`src/rtl/arbiter_rr_param_pkg.sv`:
```
// Shared types and helpers for the parametrised round-robin output arbiter.
package arbiter_pkg;

  // Handshake phase: ARB picks or keeps an owner, WAIT holds RTS until DCTS.
  typedef enum logic {
    ARB  = 1'b0,
    WAIT = 1'b1
  } phase_e;

  // Port index width; never narrower than one bit.
  function automatic int calc_idx_w(input int n);
    return (n > 32'sd1) ? $clog2(n) : 32'sd1;
  endfunction

  // Hold counter width able to store 0..m; never narrower than one bit.
  function automatic int calc_hold_w(input int m);
    return (m > 32'sd0) ? $clog2(m + 32'sd1) : 32'sd1;
  endfunction

  // Index of the set bit of a one-hot vector (0 when the vector is zero).
  function automatic int unsigned onehot_to_idx(input logic [31:0] v);
    int unsigned idx;
    idx = 32'd0;
    for (int i = 0; i < 32; i++) begin
      idx = idx | (v[i] ? unsigned'(i) : 32'd0);
    end
    return idx;
  endfunction

endpackage

```
`src/rtl/arbiter_rr_param_rr_pick.sv`:
```
// Cyclic first-one finder: scans i_req starting at i_start, wrapping past the
// top index, and returns the first set request as a one-hot vector.
module rr_pick
  import arbiter_pkg::*;
#(
  parameter int NUM_PORTS = 5,
  parameter int IDX_W     = calc_idx_w(NUM_PORTS)
) (
  input  logic [NUM_PORTS-1:0] i_req,
  input  logic [IDX_W-1:0]     i_start,
  output logic [NUM_PORTS-1:0] o_win,
  output logic                 o_valid
);

  logic [IDX_W-1:0] w_pos;

  // Walk the ports in cyclic order; the first set request masks all later ones.
  always_comb begin
    o_win   = {NUM_PORTS{1'b0}};
    o_valid = 1'b0;
    w_pos   = {IDX_W{1'b0}};
    for (int i = 0; i < NUM_PORTS; i++) begin
      w_pos        = IDX_W'((32'(i_start) + unsigned'(i)) % unsigned'(NUM_PORTS));
      o_win[w_pos] = i_req[w_pos] & ~o_valid;
      o_valid      = o_valid | i_req[w_pos];
    end
  end

endmodule

```
`src/rtl/arbiter_rr_param.sv`:
```
// Round-robin output arbiter: picks one of NUM_PORTS requesters, drives the
// one-hot crossbar select and runs the RTS/DCTS handshake downstream.
// rst is asynchronous and active-low.
module arbiter_rr_param
  import arbiter_pkg::*;
#(
  parameter int NUM_PORTS = 5,
  parameter int MAX_HOLD  = 4,
  parameter int IDX_W     = calc_idx_w(NUM_PORTS),
  parameter int HOLD_W    = calc_hold_w(MAX_HOLD)
) (
  input  logic                 clk,
  input  logic                 rst,
  input  logic [NUM_PORTS-1:0] req,
  input  logic                 dcts,
  output logic [NUM_PORTS-1:0] grant,
  output logic [NUM_PORTS-1:0] xbar_sel,
  output logic                 rts
);

  logic [NUM_PORTS-1:0] r_owner;
  logic                 r_rts;
  logic [HOLD_W-1:0]    r_hold_cnt;
  logic [IDX_W-1:0]     r_last_idx;

  logic [NUM_PORTS-1:0] w_owner_nxt;
  logic                 w_rts_nxt;
  logic [HOLD_W-1:0]    w_hold_nxt;
  logic [IDX_W-1:0]     w_last_nxt;

  logic [IDX_W-1:0]     w_start;
  logic [NUM_PORTS-1:0] w_win;
  logic                 w_win_vld;
  logic                 w_hold_ok;
  logic [HOLD_W-1:0]    w_hold_inc;
  logic                 w_stay;
  phase_e               w_phase;

  assign w_phase = r_rts ? WAIT : ARB;

  // Search begins one past the most recently granted port.
  assign w_start = (r_last_idx == IDX_W'(NUM_PORTS - 1)) ? {IDX_W{1'b0}}
                                                         : r_last_idx + IDX_W'(1);

  // With MAX_HOLD of zero an owner may keep the output indefinitely.
  if (MAX_HOLD == 0) begin : g_unlimited
    assign w_hold_ok  = 1'b1;
    assign w_hold_inc = r_hold_cnt;
  end else begin : g_limited
    assign w_hold_ok  = (r_hold_cnt < HOLD_W'(MAX_HOLD));
    assign w_hold_inc = w_hold_ok ? (r_hold_cnt + HOLD_W'(1)) : r_hold_cnt;
  end

  assign w_stay = (|r_owner) && (|(req & r_owner)) && w_hold_ok;

  rr_pick #(
    .NUM_PORTS (NUM_PORTS),
    .IDX_W     (IDX_W)
  ) u_pick (
    .i_req   (req),
    .i_start (w_start),
    .o_win   (w_win),
    .o_valid (w_win_vld)
  );

  // Next-state logic for owner, handshake and fairness bookkeeping.
  always_comb begin
    w_owner_nxt = r_owner;
    w_rts_nxt   = r_rts;
    w_hold_nxt  = r_hold_cnt;
    w_last_nxt  = r_last_idx;
    case (w_phase)
      ARB: begin
        if (w_stay) begin
          w_rts_nxt = 1'b1;
        end else if (w_win_vld) begin
          w_owner_nxt = w_win;
          w_hold_nxt  = {HOLD_W{1'b0}};
          w_rts_nxt   = 1'b1;
        end else begin
          w_owner_nxt = {NUM_PORTS{1'b0}};
        end
      end
      WAIT: begin
        if (dcts) begin
          w_rts_nxt  = 1'b0;
          w_last_nxt = IDX_W'(onehot_to_idx(32'(r_owner)));
          w_hold_nxt = w_hold_inc;
        end else begin
          w_rts_nxt = 1'b1;
        end
      end
      default: begin
        w_rts_nxt = 1'b0;
      end
    endcase
  end

  // State registers; reset restarts arbitration with port 0 searched first.
  always_ff @(posedge clk or negedge rst) begin
    if (!rst) begin
      r_owner    <= {NUM_PORTS{1'b0}};
      r_rts      <= 1'b0;
      r_hold_cnt <= {HOLD_W{1'b0}};
      r_last_idx <= IDX_W'(NUM_PORTS - 1);
    end else begin
      r_owner    <= w_owner_nxt;
      r_rts      <= w_rts_nxt;
      r_hold_cnt <= w_hold_nxt;
      r_last_idx <= w_last_nxt;
    end
  end

  assign grant    = r_owner & {NUM_PORTS{r_rts & dcts}};
  assign xbar_sel = r_owner;
  assign rts      = r_rts;

endmodule

```
`config.mk`:
```
export PLATFORM = sky130hd
export DESIGN_NAME = arbiter_rr_param
export DESIGN_NICKNAME = d
export VERILOG_FILES = /design/src/rtl/arbiter_rr_param_pkg.sv /design/src/rtl/arbiter_rr_param_rr_pick.sv /design/src/rtl/arbiter_rr_param.sv
export SDC_FILE = /design/constraint.sdc
export NUM_CORES = 1
export LEC_CHECK = 0
export CAP_MARGIN = 20
export CORE_ASPECT_RATIO = 0.6
export CORE_MARGIN = 4
export CORE_UTILIZATION = 65
export DETAILED_ROUTE_END_ITERATION = 7
export GPL_ROUTABILITY_DRIVEN = 1
export GPL_TIMING_DRIVEN = 1
export PLACE_DENSITY = 0.88
export SLEW_MARGIN = 15
export SYNTH_ARGS = -nofsm -noshare
export SYNTH_HDL_FRONTEND = slang
export SYNTH_SLANG_ARGS = --single-unit
```
`constraint.sdc`:
```
create_clock -name clk -period 10.7 [get_ports clk]
set_input_delay 2.675 -clock clk [delete_from_list [all_inputs] [get_ports clk]]
set_output_delay 2.675 -clock clk [all_outputs]
set_load 0.005 [all_outputs]
```
# Yosys cells after proc, flatten, opt, wreduce, memory -nomap -nowiden
# Index checks and enable logic that the tools add are counted.
# totals
register_bits,12
in_bits,8
output_inout_bits,11
# classes
add_sub_neg,6
div_mod_pow,5
magnitude_cmp,11
n_eq_ne,6
mux,40
n_bitwise,21
n_reduce_logical,12
# ops
op,count
"32-bit by 3-bit remainder unit with 32-bit output, second input constant",4
"3-bit by 3-bit remainder unit with 32-bit output, second input constant",1
5-bit bitwise mux,4
"3-bit by 4-bit less-than comparator with 1-bit output, second input constant",5
3-bit 2-to-1 mux,6
5-bit bitwise AND,3
1-bit binary-select mux with 3-bit select,5
1-bit demux with 3-bit select,5
"3-bit by 1-bit greater-or-equal comparator with 1-bit output, second input constant",5
1-bit 2-to-1 mux,15
5-bit OR reduction,2
"3-bit by 2-bit adder with 4-bit output, second input constant",2
1-bit logical AND,7
"3-bit by 1-bit adder with 3-bit output, second input constant",2
"2-bit != test, second input constant",3
1-bit NOT,6
3-bit case mux with 2 select lines,1
1-bit bitwise AND,5
5-bit 2-to-1 mux,1
"3-bit by 1-bit adder with 4-bit output, second input constant",1
"3-bit by 3-bit adder with 4-bit output, second input constant",1
2-bit 2-to-1 mux,2
1-bit bitwise OR,4
2-bit AND reduction,2
9 further kinds,9

# Depth between registers and ports, before layout
# Gate-level depths: netlist of run 1.
# depth
depth_word,13
ltp_mapped,23
mapped_depth_nobuf,20

# Hierarchy
# From an unflattened synthesis of run 1, not the netlist that was laid out.
# unflattened
cells_unflattened,358
area_unflattened_um2,2650.0
# by_module_without_submodules
mod,instances,cells_each,area_per_inst_um2,seq_area_each_um2
rr_pick,1,265,1810.5,0.0
arbiter_rr_param,1,93,839.6,301.5

# Worst setup path after synthesis of run 1
# Ideal clock, no wire load.
# synth_timing
path_type,input port to output port
startpoint,input port dcts
endpoint,output port grant[4]
arrival_time_ps,2838
required_ps,8025
setup_slack_ps,5187
cell_stages,1
path_cell_list,and3_1
# synth_between
elab_chain_len,2
# synth_lines
item,line_no,rtl
start: declaration,arbiter_rr_param.sv:15,"input logic dcts,"
1-bit bitwise AND,arbiter_rr_param.sv:114,assign grant = r_owner & {NUM_PORTS{r_rts & dcts}};
5-bit bitwise AND,arbiter_rr_param.sv:114,
end: declaration,arbiter_rr_param.sv:16,"output logic [NUM_PORTS-1:0] grant,"
# Every way passes these cells.

# Final worst setup path of run 1
# Same ends and word-level chain as after synthesis.

==> summary.md, run 1 <==
| Metric | Value |
|---|---|
| GRT Util Overall | 31.5% |
| Setup bufs post-CTS | 0 |
| GRT overflow | 0 |
| CTS buffer count | 3 |
| Max cap viols | 0 |
| Layout cells sized above 1 | 9.06% |
| Sequential element share of the synthesized area | 12.7% |
| Worst-skew pair later-pin latency | 0.24 ns |
| CTS Hold Bufs | 0 |
| DRT antenna net count | 0 |
| Req. time, crit path | 8.03 ns |
| Worst Max-Slew Pin Slew | 1.00 ns |
| Placement row count | 16 |
| Reg clk slew, reported paths | 0.05 ns |
| Wire per inst | 20.5 um |
| Vias in the first global route | 2388 |
| Synth Flop Type | dfrtp_1 |
| WP data arrival | 4.06 ns |
| Status | finished clean |
| Synth cell types | 81 |
| Ys Warns | 0 |
| Post-Syn Area | 0.00238 mm^2 |
| GP Congestion | 1.07 |
| Worst Path Max Fanout | 8 |
| Post_cts resized | 0 |
| Syn Nets | 329 |
| Die height | 54.9 um |
| Mean Syn Cell Area | 7.83 um^2 |
| Ant diodes | 0 |
| Via density per instance | 7.36 |
| Final hold vios | 0 |
| DR pass1 iterations | 7 |
| DRC Markers | 0 |
| Setup crit end kind | primary output |
| Share of the synthesized area in the top cell type | 11.6% |
| Post-synth ARST share | 100% |
| Core ar. | 0.00338 mm^2 |
| Die W | 86.1 um |
| Initial antenna violation count | 0 |
| Largest net degree at the start of global routing | 21 |
| Nets | 335 |
| Final Core Density | 75.5% |
| RSZ-0062 raised after global routing | false |
| Vias | 2604 |
| Startpoint Class | input port |
| Final setup viols | 0 |
| Fin crit share | 62.9% |
| Commonest non-fill, non-tap cells in the layout | nor2_1 (26), nand2_1 (20), a21oi_1 (18), clkdlybuf4s50_1 (18), ha_1 (17) |
| Largest area contributor in the netlist | dfrtp_1 |
| Layout Skew | 0.00466 ns |
| DR iter-0 viols | 313 |
| Commonest non-fill, non-tap cell in the layout | nor2_1 |
| Port Buffer Count | 18 |
| Hpwl dp | 5.41 mm |
| Setup TNS | 0 ns |
| CTS Buffer Depth | 2 |
| Final WL | 7.26 mm |
| First-pass GRT wire length | 11.5 mm |
| Cells after Synth | 304 |
| Total die area | 0.00473 mm^2 |
| Fin worst setup slack | 3.96 ns |
| Initial Util | 70.3% |
| Fin crit period | 6.74 ns |
| Placement Setup Slack | 4.02 ns |
| H-tree depth | 1 |
| Largest cells by area after synthesis | dfrtp_1 (12%), ha_1 (8.9%), nor2_1 (4.1%), a21oi_1 (3.8%), nand2_1 (3.2%) |
| Setup Crit Path Kind | in -> out |
| Final slew viol count | 0 |
| Highest clock rate | 148 MHz |
| Top-Level Pins | 19 |
| Post-synth EDFFs | 0 |
| Slew HR | 32.8% |
| CTS tree | done |
| Area Overhead vs Synth | 7.31% |
| Clock sinks | 12 |
| Worst hold path type | reg -> reg |
| Root cell of the clock tree | clkbuf_8 |
| Yosys reg bits | 12 |
## through the flow
| stage | std cells | hold WS [ns] | cell area (um^2) |
|---|---|---|---|
| 4_1_cts | 354 | 0.546 | 2550 |
| 2_1_floorplan | 304 | 0.502 | 2380 |
| 3_5_place_dp | 350 | 0.534 | 2510 |
| 5_1_grt | 354 | 0.570 | 2550 |
| 3_3_place_gp | 350 | 0.528 | 2510 |
| 6_report | 354 | 0.545 | 2550 |
## cell type report
| class | instances | area (um^2) |
|---|---|---|
| clock buffers | 4 | 45.0 |
| fillers | 265 | 830 |
| well taps | 45 | 56.3 |
| repair buffers | 18 | 180 |
| multi-input cells | 258 | 1910 |
| flip-flops and latches | 12 | 302 |
| inverters | 17 | 63.8 |
## worst max-delay path, cell delays in order
cell and delay (ns):
clkdlybuf4s50_1 0.63, and3_1 0.24, clkdlybuf4s50_1 0.51
## routing by layer
layer	GRT usage, %	vias up	routed length (um)
met3	10.8	27	1000
met2	47.4	192	2930
met1	43.8	1204	3200
met4	6.32	0	133
met5	0	-	0
li1	-	1181	-
## flip-flops by register name, indices dropped and copies added (netlist names)
signal / cells
r_hold_cnt: 3
rts: 1
r_last_idx: 3
xbar_sel: 5
## cell usage after synthesis, types with 4 or more instances
| master | instances |
|---|---|
| and3_1 | 10 |
| nor2_1 | 26 |
| or3_1 | 4 |
| a21oi_1 | 18 |
| buf_4 | 4 |
| inv_1 | 14 |
| ha_1 | 17 |
| nor4_1 | 6 |
| nand4_1 | 4 |
| a31oi_1 | 5 |
| nand2b_1 | 9 |
| dfrtp_1 | 11 |
| nand3_1 | 11 |
| buf_2 | 4 |
| o21ai_0 | 12 |
| nand2_1 | 20 |
| clkbuf_1 | 5 |
| nor2b_1 | 9 |
| nor3_1 | 7 |
| mux2i_1 | 7 |
## cell families (layout without fill, tap and decap cells)
logic type / Yosys count / after routing / synth area share, %
and+or+nand+nor: 121 / 121 / 27.8
AOI/OAI and AO/OA: 100 / 100 / 33.1
buffers and inverters: 34 / 39 / 7.20
adders and majority gates: 17 / 17 / 8.94
muxes: 14 / 14 / 8.15
DFF: 12 / 12 / 12.7
xor gates and xnor gates: 6 / 6 / 2.21
## final timing paths
check                      slack [ns]  cells past startpoint           from       endpoint
setup reg to reg                 4.29                     18  r_last_idx[0]    xbar_sel[1]
max in group asynchronous        7.50                      1            rst            rts
min in group asynchronous        2.81                      1            rst    xbar_sel[2]
setup / recovery                 3.96                      3           dcts       grant[4]
hold / removal                   0.54                      1  r_hold_cnt[0]  r_hold_cnt[0]
hold reg to reg                  0.54                      1  r_hold_cnt[0]  r_hold_cnt[0]
Power of run 1 is not shown: default switching activity piles up to over one toggle a cycle in this logic, so the estimate is an artifact.
==> run 2: changes to the inputs <==
--- a/config.mk
+++ b/config.mk
@@ -8,11 +8,11 @@
 export CAP_MARGIN = 20
 export CORE_ASPECT_RATIO = 0.6
 export CORE_MARGIN = 4
-export CORE_UTILIZATION = 65
+export CORE_UTILIZATION = 60
 export DETAILED_ROUTE_END_ITERATION = 7
 export GPL_ROUTABILITY_DRIVEN = 1
 export GPL_TIMING_DRIVEN = 1
-export PLACE_DENSITY = 0.88
+export PLACE_DENSITY = 0.82
 export SLEW_MARGIN = 15
 export SYNTH_ARGS = -nofsm -noshare
 export SYNTH_HDL_FRONTEND = slang
==> constraint.sdc (replaced) <==
create_clock -name clk -period 6.2 [get_ports clk]
set_input_delay 1.55 -clock clk [delete_from_list [all_inputs] [get_ports clk]]
set_output_delay 1.55 -clock clk [all_outputs]
set_load 0.005 [all_outputs]
==> summary.md, run 2 (synthesis results as in run 1) <==
| Metric | Value |
|---|---|
| Top-Level Pins | 19 (unchanged) |
| Setup TNS | 0 ns (unchanged) |
| Worst hold path type | reg -> reg |
| Hpwl dp | 5.61 mm (+3.7%) |
| Worst-skew pair later-pin latency | 0.25 ns (about the same) |
| Ant diodes | 0 (unchanged) |
| Port Buffer Count | 18 (unchanged) |
| Initial antenna violation count | 0 (unchanged) |
| Clock sinks | 12 (unchanged) |
| DRC Markers | 0 (unchanged) |
| Max cap viols | 0 (unchanged) |
| Commonest non-fill, non-tap cell in the layout | nor2_1 |
| GP Congestion | 0.989 (-8.0%) |
| Fillers | 326 (+23%) |
| Final slew viol count | 0 (unchanged) |
| CP delay by family, top | compound AO/OA/AOI/OAI gates |
| CTS buffer count | 3 (unchanged) |
| Vias in the first global route | 2239 (-6.2%) |
| GRT overflow | 0 (unchanged) |
| GRT Util Overall | 29.1% (-2.4 points) |
| CTS Hold Bufs | 0 (unchanged) |
| Nets | 340 (+1.5%) |
| Wire per inst | 20.0 um (-2.4%) |
| Post_cts resized | 0 (unchanged) |
| Layout Skew | 0.00409 ns (-0.000568 ns) |
| Commonest non-fill, non-tap cells in the layout | nor2_1 (26), nand2_1 (20), a21oi_1 (18), clkdlybuf4s50_1 (18), ha_1 (17) |
| Root cell of the clock tree | clkbuf_8 |
| Initial Util | 63.6% (-6.8 points) |
| Worst path bufs/invs | 4 (+2) |
| Largest net degree at the start of global routing | 21 (unchanged) |
| WP data arrival | 5.52 ns (+1.46 ns) |
| Fin crit share | 87.0% |
| First-pass GRT wire length | 11.5 mm (+0.11%) |
| Final WL | 7.23 mm (-0.48%) |
| Reg clk slew, reported paths | 0.05 ns (about the same) |
| CTS tree | done |
| Via density per instance | 7.13 (-3.0%) |
| Area Overhead vs Synth | 9.41% |
| Core ar. | 0.00374 mm^2 (+11%) |
| CP startpoint | r_last_idx[1] |
| CP max-delay cell | a221oi_2 |
| H-tree depth | 1 (unchanged) |
| Die height | 56.8 um (+3.5%) |
| Worst Path Max Fanout | 11 (+3) |
| Final hold vios | 0 (unchanged) |
| Cell Chain, Critical Path | buf_4 > inv_1 > ha_1 > nand2_1 > nand2_1 > inv_2 > ha_1 > nor2b_1 > a2111oi_4 > buf_4 > nand2_1 > ha_1 > nor2b_1 > o21ai_1 > a32o_1 > or2_1 > a221oi_2 > a41oi_2 > a32oi_1 > o21ai_1 |
| DR pass1 iterations | 6 (-1) |
| DR iter-0 viols | 339 (+8.3%) |
| Crit path largest cell delay | 0.65 ns (+0.02 ns) |
| Placement row count | 17 (+1) |
| Slew HR | 36.6% (+3.8 points) |
| Fin crit period | 5.39 ns |
| Setup bufs post-CTS | 0 (unchanged) |
| Worst Max-Slew Pin Slew | 0.945 ns (-0.0557 ns) |
| Total die area | 0.00507 mm^2 (+7.3%) |
| Startpoint of the lowest-slack hold path | r_hold_cnt[0] |
| Die W | 89.3 um (+3.7%) |
| DRT antenna net count | 0 (unchanged) |
| Highest clock rate | 185 MHz |
| Startpoint Class | flop |
| Setup crit end kind | flop |
| RSZ-0062 raised after global routing | false |
| Largest register FFs | 5 (unchanged) |
| Req. time, crit path | 6.33 ns (-1.70 ns) |
| Final setup viols | 0 (unchanged) |
| CTS Buffer Depth | 2 (unchanged) |
| Setup slack, reg-to-reg | 0.81 ns (-3.48 ns) |
| Vias | 2575 (-1.1%) |
| Status | finished clean |
| R2r startpoint | r_last_idx[1] |
| Setup Crit Path Kind | reg -> reg |
| Layout cells sized above 1 | 10.8% (+1.8 points) |
run 2: through the flow:
| step | setup WS, ns | util [%] | hold WS (ns) | area (um^2) | std cells |
|---|---|---|---|---|---|
| detailed placement | 0.884 | 68.1 | 0.553 | 2550 | 357 |
| global placement | 1.06 | 68.1 | 0.527 | 2550 | 357 |
| CTS | 0.854 | 69.6 | 0.565 | 2600 | 361 |
| floorplan | 1.73 | - | 0.502 | 2380 | 304 |
| global route | 0.330 | 69.6 | 0.575 | 2600 | 361 |
| finish | 0.807 | 69.6 | 0.562 | 2600 | 361 |
run 2: path summary, 6_finish.rpt:
| check | to | cells after the start |
|---|---|---|
| worst max-delay path | xbar_sel[1] | 20 |
| worst min-delay path | r_hold_cnt[0] | 1 |
| worst min register to register | r_hold_cnt[0] | 1 |
| worst max register to register | xbar_sel[1] | 20 |
| max in group asynchronous | r_last_idx[1] | 1 |
| min in group asynchronous | xbar_sel[3] | 1 |
run 2: area by class of cell:
type                            count  area, um^2  share of cell area [%]
Multi-Input combinational cell    258        1910                    73.2
Inverter                           17        63.8                    2.45
Clock buffer                        4        55.1                    2.11
Timing Repair Buffer               23         218                    8.36
Sequential cell                    12         302                    11.6
Tap cell                           47        58.8                    2.26
run 2: metal layers:
metal / vias to the layer above / GRT usage, % / wire [um]
met3: 14 / 13.9 / 999
met5: - / 7.95 / 44
met2: 177 / 34.8 / 2630
met4: 2 / 1.49 / 39
met1: 1190 / 46.4 / 3510
li1: 1192 / - / -
Power of run 2 is left out for the same reason.
==> run 3: changes to the inputs <==
--- a/config.mk
+++ b/config.mk
@@ -8,11 +8,12 @@
 export CAP_MARGIN = 20
 export CORE_ASPECT_RATIO = 0.6
 export CORE_MARGIN = 4
-export CORE_UTILIZATION = 60
+export CORE_UTILIZATION = 65
+export CTS_CLUSTER_SIZE = 8
 export DETAILED_ROUTE_END_ITERATION = 7
 export GPL_ROUTABILITY_DRIVEN = 1
 export GPL_TIMING_DRIVEN = 1
-export PLACE_DENSITY = 0.82
+export PLACE_DENSITY = 0.88
 export SLEW_MARGIN = 15
 export SYNTH_ARGS = -nofsm -noshare
 export SYNTH_HDL_FRONTEND = slang
==> constraint.sdc (replaced) <==
create_clock -name clk -period 6.6 [get_ports clk]
set_input_delay 1.65 -clock clk [delete_from_list [all_inputs] [get_ports clk]]
set_output_delay 1.65 -clock clk [all_outputs]
set_load 0.005 [all_outputs]
==> summary.md, run 3 (synthesis results as in run 1) <==
| Metric | Value |
|---|---|
| Status | finished clean |
| Commonest non-fill, non-tap cells in the layout | nor2_1 (26), nand2_1 (20), a21oi_1 (18), clkdlybuf4s50_1 (18), ha_1 (17) |
| Wire per inst | 21.5 um (+7.4%) |
| Setup slack, reg-to-reg | 0.51 ns (-0.29 ns) |
| DRC Markers | 0 (unchanged) |
| Final WL | 7.65 mm (+5.9%) |
| DRT antenna net count | 0 (unchanged) |
| Fin crit period | 6.09 ns (+0.693 ns) |
| First-pass GRT wire length | 11.6 mm (+0.96%) |
| RSZ-0062 raised after global routing | false |
| Clock sinks | 12 (unchanged) |
| Hpwl dp | 5.88 mm (+4.8%) |
| Setup TNS | 0 ns (unchanged) |
| Area Overhead vs Synth | 8.36% |
| Total die area | 0.00473 mm^2 (-6.8%) |
| Layout cells sized above 1 | 9.97% (-0.86 points) |
| Max cap viols | 0 (unchanged) |
| Port Buffer Count | 18 (unchanged) |
| Reg-to-Reg End | xbar_sel[1] |
| Nets | 337 (-0.88%) |
| Fillers | 247 (-24%) |
| Largest register FFs | 5 (unchanged) |
| Final hold vios | 0 (unchanged) |
| Critical path endpoint | xbar_sel[1] |
| CP startpoint | r_last_idx[0] |
| GRT overflow | 0 (unchanged) |
| DR pass1 iterations | 7 (+1) |
| Die W | 86.1 um (-3.6%) |
| Placement Setup Slack | 0.685 ns (-0.199 ns) |
| Fin crit share | 92.2% (+5.2 points) |
| CTS Buffer Depth | 2 (unchanged) |
| Placement row count | 16 (-1) |
| Setup Crit Path Kind | reg -> reg |
| Slew HR | 31.2% (-5.4 points) |
| Worst hold path type | reg -> reg |
| Req. time, crit path | 6.73 ns (+0.40 ns) |
| CTS buffer count | 3 (unchanged) |
| Core ar. | 0.00338 mm^2 (-9.6%) |
| Worst-skew pair later-pin latency | 0.26 ns (about the same) |
| Final slew viol count | 0 (unchanged) |
| Post_cts resized | 0 (unchanged) |
| Worst Max-Slew Pin Slew | 1.02 ns (+0.0802 ns) |
| Fin worst setup slack | 0.514 ns (-0.293 ns) |
| Ant diodes | 0 (unchanged) |
| Reg clk slew, reported paths | 0.06 ns (about the same) |
| Setup bufs post-CTS | 0 (unchanged) |
| Worst Path Max Fanout | 15 (+4) |
| GRT Util Overall | 32.3% (+3.2 points) |
| Top-Level Pins | 19 (unchanged) |
| Hold path cells | 1 (unchanged) |
| Root cell of the clock tree | clkbuf_8 |
| Die height | 54.9 um (-3.4%) |
| Startpoint Class | flop |
| Via density per instance | 7.39 (+3.6%) |
| R2r startpoint | r_last_idx[0] |
| H-tree depth | 1 (unchanged) |
| Final Core Density | 76.2% (+6.7 points) |
| CTS tree | done |
| Initial Util | 70.3% (+6.8 points) |
| R2R depth | 19 (-5.0%) |
| Layout Skew | 0.00665 ns (+0.00255 ns) |
| DR iter-0 viols | 455 (+34%) |
| Vias in the first global route | 2190 (-2.2%) |
| Highest clock rate | 164 MHz (-11%) |
| CTS Hold Bufs | 0 (unchanged) |
| Largest net degree at the start of global routing | 21 (unchanged) |
| Final setup viols | 0 (unchanged) |
| WP data arrival | 6.22 ns (+0.70 ns) |
| Vias | 2630 (+2.1%) |
| GP Congestion | 1.02 (+3.4%) |
| Initial antenna violation count | 0 (unchanged) |
| Setup crit end kind | flop |
| Commonest non-fill, non-tap cell in the layout | nor2_1 |
run 3: cell count changes in the layout (fill, tap and decap cells not counted):
cell	previous run	this run
buf_4	5	2
run 3: cell type report:
class | count | area (um^2) | area share (%)
Inverter | 17 | 63.8 | 2.47
Tap cell | 45 | 56.3 | 2.18
Sequential cell | 12 | 302 | 11.7
Clock buffer | 4 | 55.1 | 2.13
Timing Repair Buffer | 20 | 195 | 7.57
Multi-Input combinational cell | 258 | 1910 | 73.9
run 3: worst max-delay path, stage by stage, from the launching register on:
cell,delay [ns]
dfrtp_1,0.70
clkinv_1,0.35
ha_1,0.44
nor3b_2,0.41
or2_1,0.15
buf_4,0.20
ha_1,0.48
nand2_1,0.20
inv_1,0.19
nand2_1,0.09
xnor2_1,0.13
ha_1,0.27
nor2b_1,0.17
o21a_1,0.20
o22ai_1,0.30
o221ai_1,0.20
a221oi_2,0.67
a41oi_2,0.40
a32oi_1,0.29
o21ai_1,0.09
run 3: per-layer routing:
metal	track usage, %	vias up	wire length [um]
met4	6.05	0	171
met1	48.7	1206	3410
li1	-	1188	-
met3	13.2	31	1150
met5	0	-	0
met2	41.4	205	2920
run 3: how the worst min path moves through the flow:
stage / endpoint / startpoint / slack, ns
final: r_hold_cnt[0] / r_hold_cnt[0] / 0.55
after global routing: r_hold_cnt[0] / r_hold_cnt[0] / 0.57
after CTS: r_hold_cnt[0] / r_hold_cnt[0] / 0.56
after detailed placement: r_hold_cnt[0] / r_hold_cnt[0] / 0.55
after global placement: r_hold_cnt[0] / r_hold_cnt[0] / 0.53
after floorplan: r_hold_cnt[2] / r_hold_cnt[2] / 0.50
run 3: stage by stage:
| step | cells | hold WS, ns | area [um^2] |
|---|---|---|---|
| floorplan | 304 | 0.502 | 2380 |
| global placement | 352 | 0.529 | 2520 |
| detailed placement | 352 | 0.549 | 2520 |
| CTS | 356 | 0.560 | 2580 |
| global route | 356 | 0.574 | 2580 |
| finish | 356 | 0.554 | 2580 |
Power of run 3 is left out for the same reason.
